===== config.mk =====
export PLATFORM = sky130hd
export DESIGN_NAME = button_conditioner
export DESIGN_NICKNAME = d
export VERILOG_FILES = /design/src/rtl/button_conditioner.sv
export SDC_FILE = /design/constraint.sdc
export NUM_CORES = 1
export LEC_CHECK = 0
export CAP_MARGIN = 20
export CORE_ASPECT_RATIO = 0.75
export CORE_MARGIN = 10
export CORE_UTILIZATION = 50
export CTS_CLUSTER_SIZE = 16
export DETAILED_ROUTE_END_ITERATION = 10
export PLACE_DENSITY = 0.67
export SETUP_SLACK_MARGIN = 0.1
export SLEW_MARGIN = 20
export SYNTH_ARGS = -nofsm -noshare
export SYNTH_HDL_FRONTEND = slang
export SYNTH_SLANG_ARGS = --single-unit

===== constraint.sdc =====
create_clock -name clk_i -period 6 [get_ports clk_i]
set_input_delay 0.9 -clock clk_i [delete_from_list [all_inputs] [get_ports clk_i]]
set_output_delay 0.9 -clock clk_i [all_outputs]
set_load 0.02 [all_outputs]

===== src/rtl/button_conditioner.sv =====
// rtl/button_conditioner.sv - two-button debounce, edge pulse and auto-repeat front end for a FIFO

// One button lane: two-flop synchronizer, debounce counter, IDLE/DELAY/REPEAT pulse FSM.
module button_conditioner_chan #(
  parameter int unsigned DEBOUNCE_CYCLES = 10000,
  parameter int unsigned REPEAT_DELAY    = 500000,
  parameter int unsigned REPEAT_PERIOD   = 100000
) (
  input  logic clk_i,
  input  logic rst_ni,
  input  logic btn_i,
  output logic held_o,
  output logic pulse_o,
  output logic fire_o
);

  localparam logic [19:0] DB_LAST  = 20'(DEBOUNCE_CYCLES - 1);
  localparam logic [19:0] RD_LAST  = 20'(REPEAT_DELAY - 1);
  localparam logic [19:0] RP_LAST  = 20'(REPEAT_PERIOD - 1);

  typedef enum logic [1:0] {
    ST_IDLE   = 2'd0,
    ST_DELAY  = 2'd1,
    ST_REPEAT = 2'd2
  } state_e;

  logic        sync1_q, sync2_q;
  logic [19:0] db_cnt_q, db_cnt_d;
  logic        db_q, db_d;
  state_e      state_q, state_d;
  logic [19:0] rep_cnt_q, rep_cnt_d;
  logic        pulse_q, pulse_d;

  // Bring the raw button into the clock domain.
  always_ff @(posedge clk_i or negedge rst_ni) begin
    if (!rst_ni) begin
      sync1_q <= 1'b0;
      sync2_q <= 1'b0;
    end else begin
      sync1_q <= btn_i;
      sync2_q <= sync1_q;
    end
  end

  // Debounce: flip the level only after DEBOUNCE_CYCLES consecutive disagreeing cycles.
  always_comb begin
    db_cnt_d = db_cnt_q;
    db_d     = db_q;
    if (sync2_q == db_q) begin
      db_cnt_d = 20'd0;
    end else if (db_cnt_q >= DB_LAST) begin
      db_d     = sync2_q;
      db_cnt_d = 20'd0;
    end else begin
      db_cnt_d = db_cnt_q + 20'd1;
    end
  end

  // Debounce state registers.
  always_ff @(posedge clk_i or negedge rst_ni) begin
    if (!rst_ni) begin
      db_cnt_q <= 20'd0;
      db_q     <= 1'b0;
    end else begin
      db_cnt_q <= db_cnt_d;
      db_q     <= db_d;
    end
  end

  // Pulse FSM: first pulse on press, one after REPEAT_DELAY, then every REPEAT_PERIOD.
  always_comb begin
    state_d   = state_q;
    rep_cnt_d = rep_cnt_q;
    pulse_d   = 1'b0;
    unique case (state_q)
      ST_IDLE: begin
        rep_cnt_d = 20'd0;
        if (db_q) begin
          state_d = ST_DELAY;
          pulse_d = 1'b1;
        end
      end
      ST_DELAY: begin
        if (!db_q) begin
          state_d   = ST_IDLE;
          rep_cnt_d = 20'd0;
        end else if (rep_cnt_q >= RD_LAST) begin
          state_d   = ST_REPEAT;
          rep_cnt_d = 20'd0;
          pulse_d   = 1'b1;
        end else begin
          rep_cnt_d = rep_cnt_q + 20'd1;
        end
      end
      ST_REPEAT: begin
        if (!db_q) begin
          state_d   = ST_IDLE;
          rep_cnt_d = 20'd0;
        end else if (rep_cnt_q >= RP_LAST) begin
          rep_cnt_d = 20'd0;
          pulse_d   = 1'b1;
        end else begin
          rep_cnt_d = rep_cnt_q + 20'd1;
        end
      end
      default: begin
        state_d   = ST_IDLE;
        rep_cnt_d = 20'd0;
      end
    endcase
  end

  // FSM state, repeat counter and registered pulse.
  always_ff @(posedge clk_i or negedge rst_ni) begin
    if (!rst_ni) begin
      state_q   <= ST_IDLE;
      rep_cnt_q <= 20'd0;
      pulse_q   <= 1'b0;
    end else begin
      state_q   <= state_d;
      rep_cnt_q <= rep_cnt_d;
      pulse_q   <= pulse_d;
    end
  end

  assign held_o  = db_q;
  assign pulse_o = pulse_q;
  assign fire_o  = pulse_d;

endmodule

// Top: independent push and pop lanes plus synchronized switch data captured with each push.
module button_conditioner #(
  parameter int unsigned DEBOUNCE_CYCLES = 10000,
  parameter int unsigned REPEAT_DELAY    = 500000,
  parameter int unsigned REPEAT_PERIOD   = 100000
) (
  input  logic       clk_i,
  input  logic       rst_ni,
  input  logic       btn_push_i,
  input  logic       btn_pop_i,
  input  logic [3:0] sw_i,
  output logic       en_in_o,
  output logic       en_out_o,
  output logic [3:0] data_out_o,
  output logic       push_held_o,
  output logic       pop_held_o
);

  logic [3:0] sw_sync1_q, sw_sync2_q;
  logic [3:0] data_q;
  logic       push_fire;
  logic       pop_fire;

  button_conditioner_chan #(
    .DEBOUNCE_CYCLES(DEBOUNCE_CYCLES),
    .REPEAT_DELAY   (REPEAT_DELAY),
    .REPEAT_PERIOD  (REPEAT_PERIOD)
  ) u_push (
    .clk_i  (clk_i),
    .rst_ni (rst_ni),
    .btn_i  (btn_push_i),
    .held_o (push_held_o),
    .pulse_o(en_in_o),
    .fire_o (push_fire)
  );

  button_conditioner_chan #(
    .DEBOUNCE_CYCLES(DEBOUNCE_CYCLES),
    .REPEAT_DELAY   (REPEAT_DELAY),
    .REPEAT_PERIOD  (REPEAT_PERIOD)
  ) u_pop (
    .clk_i  (clk_i),
    .rst_ni (rst_ni),
    .btn_i  (btn_pop_i),
    .held_o (pop_held_o),
    .pulse_o(en_out_o),
    .fire_o (pop_fire)
  );

  // Switch synchronizer, and data capture on the same edge that raises en_in.
  always_ff @(posedge clk_i or negedge rst_ni) begin
    if (!rst_ni) begin
      sw_sync1_q <= 4'd0;
      sw_sync2_q <= 4'd0;
      data_q     <= 4'd0;
    end else begin
      sw_sync1_q <= sw_i;
      sw_sync2_q <= sw_sync1_q;
      if (push_fire) begin
        data_q <= sw_sync2_q;
      end
    end
  end

  assign data_out_o = data_q;

  // The pop lane never touches the data register.
  logic unused_pop_fire;
  assign unused_pop_fire = pop_fire;

endmodule


Word level (Yosys, flattened, before mapping)
Cells that the tools add are included.

Bitwise gates (word level): 2. Order comparisons: 6. Reduce and logical (&&, ||, !) cells: 6. Muxes and demuxes: 36. $add $sub $neg: 4. Eq/ne operators: 12.

Operators by type and width (number): 20-bit 2-to-1 mux (12); 20-bit by 1-bit adder with 20-bit output (second input constant) (4); 20-bit case mux with 2 select lines (2); 20-bit by 14-bit greater-or-equal comparator with 1-bit output (second input constant) (2); 20-bit by 17-bit greater-or-equal comparator with 1-bit output (second input constant) (2); 20-bit by 19-bit greater-or-equal comparator with 1-bit output (second input constant) (2); 2-bit 2-to-1 mux (8); 2-bit case mux with 3 select lines (2); 1-bit 2-to-1 mux (10); 3-bit != test (second input constant) (2); 1-bit case mux with 3 select lines (2); 3-bit AND reduction (2); 2-bit by 1-bit == test with 1-bit output (second input constant) (2); 2-bit == test (second input constant) (2); 2-bit logical NOT (2); 2-bit by 1-bit != test with 1-bit output (second input constant) (2); 2-bit != test (second input constant) (2); 2-bit AND reduction (2); 1-bit == test (2); 1-bit NOT (2).

Flip-flop bits (word level): 104. Word-level logic and storage cells: 83. Output and inout bits: 8. Input port bits: 8.

Depth between registers and ports, before layout
Word-level depth: 4. Depth in mapped cells: 8. Gate-level depth less buffers: 7.

Cells and area by module
Synthesis repeated with hierarchy kept, for this count alone.

Cells, all modules: 452. Area, all modules: 4737.0 um^2.

Modules (own cells, without submodules): button_conditioner_chan (area an instance 2195.9 um^2, instances 2, cells an instance 218, seq. area each 1151.1 um^2); button_conditioner (area an instance 345.3 um^2, instances 1, cells an instance 16, seq. area each 300.3 um^2).

Least setup slack after synthesis
OpenSTA, ideal clock, no wires.

Path type: reg2reg. Start point: reg u_pop.rep_cnt_q[0]. End point: reg u_pop.rep_cnt_q[18]. Cell stages (with the launch flop): 9. Setup slack: 3.967 ns. Path buffers: 2. Arrival time: 1.946 ns. Period minus slack after synthesis: 2.033 ns. Data required time: 5.913 ns. Setup time: 0.087 ns. Path through: dfrtp_1 -> ha_1 -> and4_1 -> buf_2 -> o311a_1 -> a211oi_2 -> a21oi_4 -> buf_2 -> nor3_1.

Longest elaborated chain between the ends: 4. Elaborated cells between the ends (all ways): 8. Classes of those cells: add/sub: 1; order compare: 2; mux: 5.

Ends and longest elaborated chain: from (decl) (RTL line 31) `logic [19:0] rep_cnt_q, rep_cnt_d;`; from (signal assigned) (RTL line 121) `rep_cnt_q <= rep_cnt_d;`; 20-bit by 1-bit adder with 20-bit output (tied with other cells) (RTL line 92, 103); 20-bit 2-to-1 mux, on equally long branches (RTL line 99, 87); 20-bit 2-to-1 mux, on equally long branches (RTL line 96, 84); 20-bit case mux with 2 select lines * (RTL line 75) `unique case (state_q)`; via u_pop.rep_cnt_d[18] (RTL line 31).

Mark *: on every way through the listed nets, which the timed path passes. The rest lies on a longest branch. A chain may end at the register's enable or synchronous reset.

Final worst setup path
Start point: reg u_push.db_q (netlist: u_push.held_o). End point: out push_held_o.

RTL lines: from (decl) (RTL line 29) `logic db_q, db_d;`; from (signal assigned) (RTL line 63) `db_q <= 1'b0;`; from (signal assigned) (RTL line 66) `db_q <= db_d;`; to (decl) (RTL line 146) `output logic push_held_o,`.

No word-level cell between the ends.

==> impl_metrics.py <==
metrics = {
    "outcome": {
        "status": "finished clean",
    },
    "sta": {
        "clock_skew_ns": 0.00617,
        "finalWorstSetupSlack_ns": 3.50,
        "slew_violations": 0,
        "final-setup-viol-count": 0,
        "worst_pin_slew_ns": 0.781,
        "fmax_mhz": 400,
        "tns_ns": 0,
        "rsz0062_at_grt": "no",
        "hold_viol": 0,
        "finalCritPeriodShare_pct": 41.6,
        "relSlewSlack_pct": 48.0,
        "final.min_clock_period_ns": 2.50,
    },
    "worst_setup_path": {
        "arrival_ns": 1.60,
        "cp_slowest_cell": "clkdlybuf4s50_1",
        "path_class": "reg2out",
        "critPathCaptureType": "output pin",
        "critPathMaxFanout": 11,
        "crit_buf_inv": 1,
        "max_stage_delay_ns": 0.70,
        "cp_data_required_time_ns": 5.10,
        "setup.worst_path.start_class": "flop",
        "cp_top_family": "buffers and inverters",
        "path_cells": "clkdlybuf4s50_1",
        "regToRegSetupSlack_ns": 3.71,
    },
    "worst_hold_path": {
        "hp-class": "reg2reg",
    },
    "clock_tree": {
        "clk_latency_ns": 0.35,
        "ctsResizeCount": 0,
        "post_cts_buffers": 0,
        "clk_pin_slew_worst_paths_ns": 0.07,
        "cts.path.max_buffers": 2,
        "cts_buffers": 9,
        "htreeDepth": 3,
        "cts_tree": "yes",
        "holdBufCountCts": 0,
        "cts_sinks": 104,
        "clock-root-buffer": "clkbuf_16",
    },
    "synthesis": {
        "synth_ff_type": "dfrtp_1",
        "synth.avg_cell_area_sq_um": 10.3,
        "yosys_warnings": 0,
        "synth_top_area_share_pct": 53.8,
        "async_flop_share_pct": 100,
        "synth_area_leaders": "dfrtp_1 (54%), xnor2_1 (5.6%), nor2_1 (5.6%)",
        "syn-instance-count": 472,
        "synth_cell_types": 52,
        "synth_top_cell_by_area": "dfrtp_1",
        "ys_ff_latch": 104,
        "yosysSeqAreaShare_pct": 53.8,
        "synth.cell_area_sq_um": 4840,
        "synth_enable_flop_cells": 0,
    },
    "global_routing": {
        "grt_usage_pct": 13.1,
        "grt_pass1_wl_mm": 15.5,
        "first_global_vias": 3288,
        "grt_overflow": 0,
        "grt_start_max_net_pins": 60,
        "antenna_found_initial": 0,
    },
    "die": {
        "ios": 16,
        "chipWidth_um": 134,
        "floorplan.initialDensity_pct": 52.4,
        "dieArea_sq_um": 14100,
        "die_h_um": 105,
        "row_count": 30,
        "core_area_sq_um": 9230,
    },
    "layout": {
        "area_growth_pct": 12.8,
        "final_cells": 634,
        "fillCellCount": 783,
        "antenna_cells": 0,
        "drive_gt1_share_pct": 6.13,
        "nets": 521,
    },
    "placed_design": {
        "pre_cts_ws_ns": 3.71,
        "hpwl_mm": 5.92,
        "gp_congestion": 0.764,
        "post-place-cells": 618,
        "port_buffers": 15,
    },
    "flow_run": {
        "max_cap_violations": 0,
    },
    "pwr": {
        "power.density_nw_per_um2": 324,
        "cellLeakagePower_nw": 2.22,
        "ir_drop_mv": 0.218,
        "power_mw": 1.77,
    },
    "drt": {
        "wl_mm": 8.82,
        "via_per_inst": 5.28,
        "vias": 3349,
        "drt_first_pass_iters": 4,
        "drc": 0,
        "wire_per_inst_um": 13.9,
        "final_antenna_net_count": 0,
        "first_iter_violations": 192,
    },
}
worst reg2reg max path, cell delays in order, from the launching register on:
cell,delay [ns]
dfrtp_1,0.44
nor2_1,0.17
nor4bb_1,0.49
a21oi_1,0.23
o21ai_2,0.67
nor2_1,0.14
area by class of cell:
cell class | instances | area [sq um] | share of cell area (%)
clock buffers | 9 | 225 | 4.13
clock inverters | 7 | 87.6 | 1.60
repair buffers | 16 | 155 | 2.84
multi-input cells | 356 | 2180 | 39.9
inverters | 14 | 52.6 | 0.963
well taps | 128 | 160 | 2.93
flip-flops and latches | 104 | 2600 | 47.7
kinds of logic (layout without fill, tap and decap cells):
logic type               count (synthesis)  in the layout  synth area share, %
other                                    1             14               0.0775
AND/OR/NAND/NOR                        225            225                 22.8
multiplexers                             3              3                0.672
XOR/XNOR                                55             55                 9.96
buffers and inverters                   25             46                 2.25
flip-flops                             104            104                 53.8
adder cells (fa/ha/maj)                 12             12                 3.10
AO/OA/AOI/OAI                           47             47                 7.32
report_power, final:
part / leakage (nW) / switching, mW / total (mW) / internal [mW]
registers: 1.37 / 0.0408 / 0.787 / 0.747
clock network: 0.154 / 0.278 / 0.612 / 0.334
logic: 0.692 / 0.226 / 0.372 / 0.146
total: 2.22 / 0.544 / 1.77 / 1.23
synthesized netlist by cell type, types with 2 or more instances:
| master | instances |
|---|---|
| xnor2_1 | 31 |
| nor4_1 | 7 |
| nor2_1 | 72 |
| or2_2 | 3 |
| clkbuf_1 | 6 |
| a21oi_1 | 10 |
| buf_2 | 3 |
| inv_1 | 14 |
| a211oi_2 | 2 |
| ha_1 | 12 |
| nor3_1 | 27 |
| a21o_1 | 2 |
| a211o_1 | 2 |
| nor3b_1 | 4 |
| o211ai_1 | 2 |
| nand2_1 | 40 |
| xor2_1 | 24 |
| o31ai_1 | 3 |
| a41oi_1 | 3 |
| or4_1 | 4 |
| and3_1 | 6 |
| o21ai_0 | 10 |
| mux2_2 | 2 |
| a31oi_1 | 2 |
| nor2b_1 | 7 |
| nand3b_1 | 2 |
| or3_1 | 3 |
| nand3_1 | 28 |
| dfrtp_1 | 104 |
| nand4_1 | 9 |
| and4_1 | 7 |
registers in the layout (all words and copies together), names as in the netlist:
signal,count
u_pop.rep_cnt_q,20
u_pop.sync2_q,1
u_pop.state_q,2
u_push.rep_cnt_q,20
u_push.sync1_q,1
u_pop.db_cnt_q,20
u_pop.held_o,1
u_pop.sync1_q,1
data_out_o,4
u_push.state_q,2
u_push.pulse_o,1
sw_sync2_q,4
u_push.db_cnt_q,20
u_push.sync2_q,1
sw_sync1_q,4
u_pop.pulse_o,1
u_push.held_o,1
cells in the final DEF (no fill, tap or decap), types with 2 or more instances in the layout:
cell type	n
a211o_1	2
a211oi_2	2
a21o_1	2
a21oi_1	10
a31oi_1	2
a41oi_1	3
and3_1	6
and4_1	7
buf_4	2
clkbuf_16	9
clkdlybuf4s50_1	14
clkinv_4	2
conb_1	14
dfrtp_1	104
ha_1	12
inv_1	14
inv_6	2
inv_8	2
mux2_2	2
nand2_1	40
nand3_1	28
nand3b_1	2
nand4_1	9
nor2_1	72
nor2b_1	7
nor3_1	27
nor3b_1	4
nor4_1	7
o211ai_1	2
o21ai_0	10
o31ai_1	3
or2_2	3
or3_1	3
or4_1	4
xnor2_1	31
xor2_1	24
stage by stage:
stage	util [%]	area [sq um]	hold slack [ns]
final	59.1	5460	0.352
after floorplan	-	4890	0.331
after detailed placement	55.7	5150	0.336
after global placement	55.7	5150	0.334
after CTS	59.1	5460	0.357
after global routing	59.1	5460	0.361
metal layers:
| layer | GRT usage [%] | part of all wire (%) |
|---|---|---|
| met1 | 17.7 | 50 |
| met2 | 20.1 | 46 |
| met3 | 3.83 | 3.5 |
| met4 | 3.26 | 0.31 |
| met5 | 0 | 0 |
final timing paths:
path | from | to | cells after the start
max | u_push.held_o | push_held_o | 1
min | u_pop.sync1_q | u_pop.sync2_q | 0
max reg2reg | u_push.rep_cnt_q[12] | u_push.rep_cnt_q[5] | 5
min reg2reg | u_pop.sync1_q | u_pop.sync2_q | 0
max in group asynchronous | rst_ni | u_push.rep_cnt_q[19] | 2
min in group asynchronous | rst_ni | sw_sync2_q[1] | 1
Note: power is estimated with default switching activity, not from simulation.
==> RTL change, RTL diff (same settings) <==
The 3 states of `state_e` get a one-hot encoding in 3 bits.
--- a/src/rtl/button_conditioner.sv
+++ b/src/rtl/button_conditioner.sv
@@ -20,6 +20,6 @@
 
-  typedef enum logic [1:0] {
-    ST_IDLE   = 2'd0,
-    ST_DELAY  = 2'd1,
-    ST_REPEAT = 2'd2
+  typedef enum logic [2:0] {
+    ST_IDLE   = 3'b001,
+    ST_DELAY  = 3'b010,
+    ST_REPEAT = 3'b100
   } state_e;
Behaviour: same outputs for any inputs over 10 cycles, from zero or initial values and one cycle with rst_ni low; not proved beyond that.
==> RTL change against the unedited design <==
  * Non-clock buffer count stayed put
  * Wire length is 12% lower
  * Synthesized area is 5.8% lower
  * Sequential share of layout area is 3.5 points higher
  * Worst setup slack better by 0.15 ns
  * Die area is 4.9% lower
  * Critical path type unchanged
  * First-iteration DRC count is 8.3% higher
  * Sequential cell count is 2 higher
  * Design area is 5.0% lower
Power is not compared: it rests on default switching activity, and its combinational part moved more than twofold at a synthesized area within 25%.
==> RTL change: results (changes against the unedited design) <==
| Quantity | Reported | Delta |
|:---|:---|:---|
| Worst-case setup slack after placement | 3.637 ns | was 3.713 ns |
| Overall routed net length | 7.795 mm | was 8.822 mm |
| Critical Path Start | u_pop.held_o$_DFFE_PN0P_ | was u_push.held_o$_DFFE_PN0P_ |
| Outcome | complete, no violations | unchanged |
| Area used by multi-input combinational logic | 1906 sq um | was 2176 sq um |
| R2R Path Start | u_pop.rep_cnt_q[0]$_DFF_PN0_ | was u_push.rep_cnt_q[12]$_DFF_PN0_ |
| Maximum single-stage delay on the critical path | 0.65 ns | was 0.70 ns |
| Worst-path maximum fanout | 7 | was 11 |
| Net total in the final layout | 463 | was 521 |
| Capturing element of the worst setup path | pop_held_o | was push_held_o |
| Pin count of the biggest net entering global routing | 67 | was 60 |
| Number of clock sinks | 106 | was 104 |
| Gate count after technology mapping | 415 | was 472 |
| Fillcell total | 759 | was 783 |
| Max-slew headroom at the worst pin | 46.17% | was 47.95% |
| Depth of the worst register-to-register path | 7 | was 5 |
| Total routing usage reported by global routing | 13.09% | was 13.08% |
| Inverters, non-clock | 7 | was 14 |
| Final standard cell utilization of the core | 57.78% | was 59.12% |
| Weighted congestion reported at the end of routability-driven placement | 0.7963 | was 0.7641 |
| Share of final-layout standard cells stronger than drive strength 1 | 7.456% | was 6.126% |
| Portion of the post-synthesis area used by sequential elements | 58.28% | was 53.79% |
| Top cells by area in the synthesized netlist | sky130_fd_sc_hd__dfrtp_1, sky130_fd_sc_hd__nor2_1, sky130_fd_sc_hd__xnor2_1 | was sky130_fd_sc_hd__dfrtp_1, sky130_fd_sc_hd__xnor2_1, sky130_fd_sc_hd__nor2_1 |
| Total placed cells including tap cells | 552 | was 618 |
| Vias in the first global route | 2967 | was 3288 |
| Worst path setup slack after routing | 3.654 ns | was 3.503 ns |
| Sequential share of cell area | 51.22% | was 47.67% |
| DRT iter0 DRCs | 208 | was 192 |
| Non-clock buffer area fraction after layout | 2.993% | was 2.842% |
| Number of multi-input logic gates | 311 | was 356 |
| Routed wirelength normalized by instance count | 13.72 um | was 13.91 um |
| Worst hold margin | 0.3509 ns | was 0.3524 ns |
| Capture instance of the worst register-to-register path | u_pop.rep_cnt_q[9]$_DFF_PN0_ | was u_push.rep_cnt_q[5]$_DFF_PN0_ |
==> RTL change: cell types whose count changed after synthesis, sizes merged, moves of 7 or more <==
cell   change
nor2      +11
nand2     -17
and3      +14
a21oi      -7
nor3      -16
ha         -8
inv        -7
==> RTL change: per-layer routing <==
layer	wire length (um)	vias to the layer above	track usage, %
met5	0	-	0
met4	118	0	4.052
met3	386	11	4.625
met2	3443	48	19.21
met1	3847	1457	17.77
li1	-	1471	-
==> RTL change: cells by family (layout without fill, tap and decap cells) <==
family,after synthesis,in the layout,share of synthesized area (%)
buffers and inverters,11,39,0.9614
other,1,14,0.08232
adder cells (fa/ha/maj),4,4,1.099
AO/OA/AOI/OAI,28,28,5.273
multiplexers,6,6,1.483
flip-flops,106,106,58.28
AND/OR/NAND/NOR,201,201,21.67
XOR/XNOR,58,58,11.15
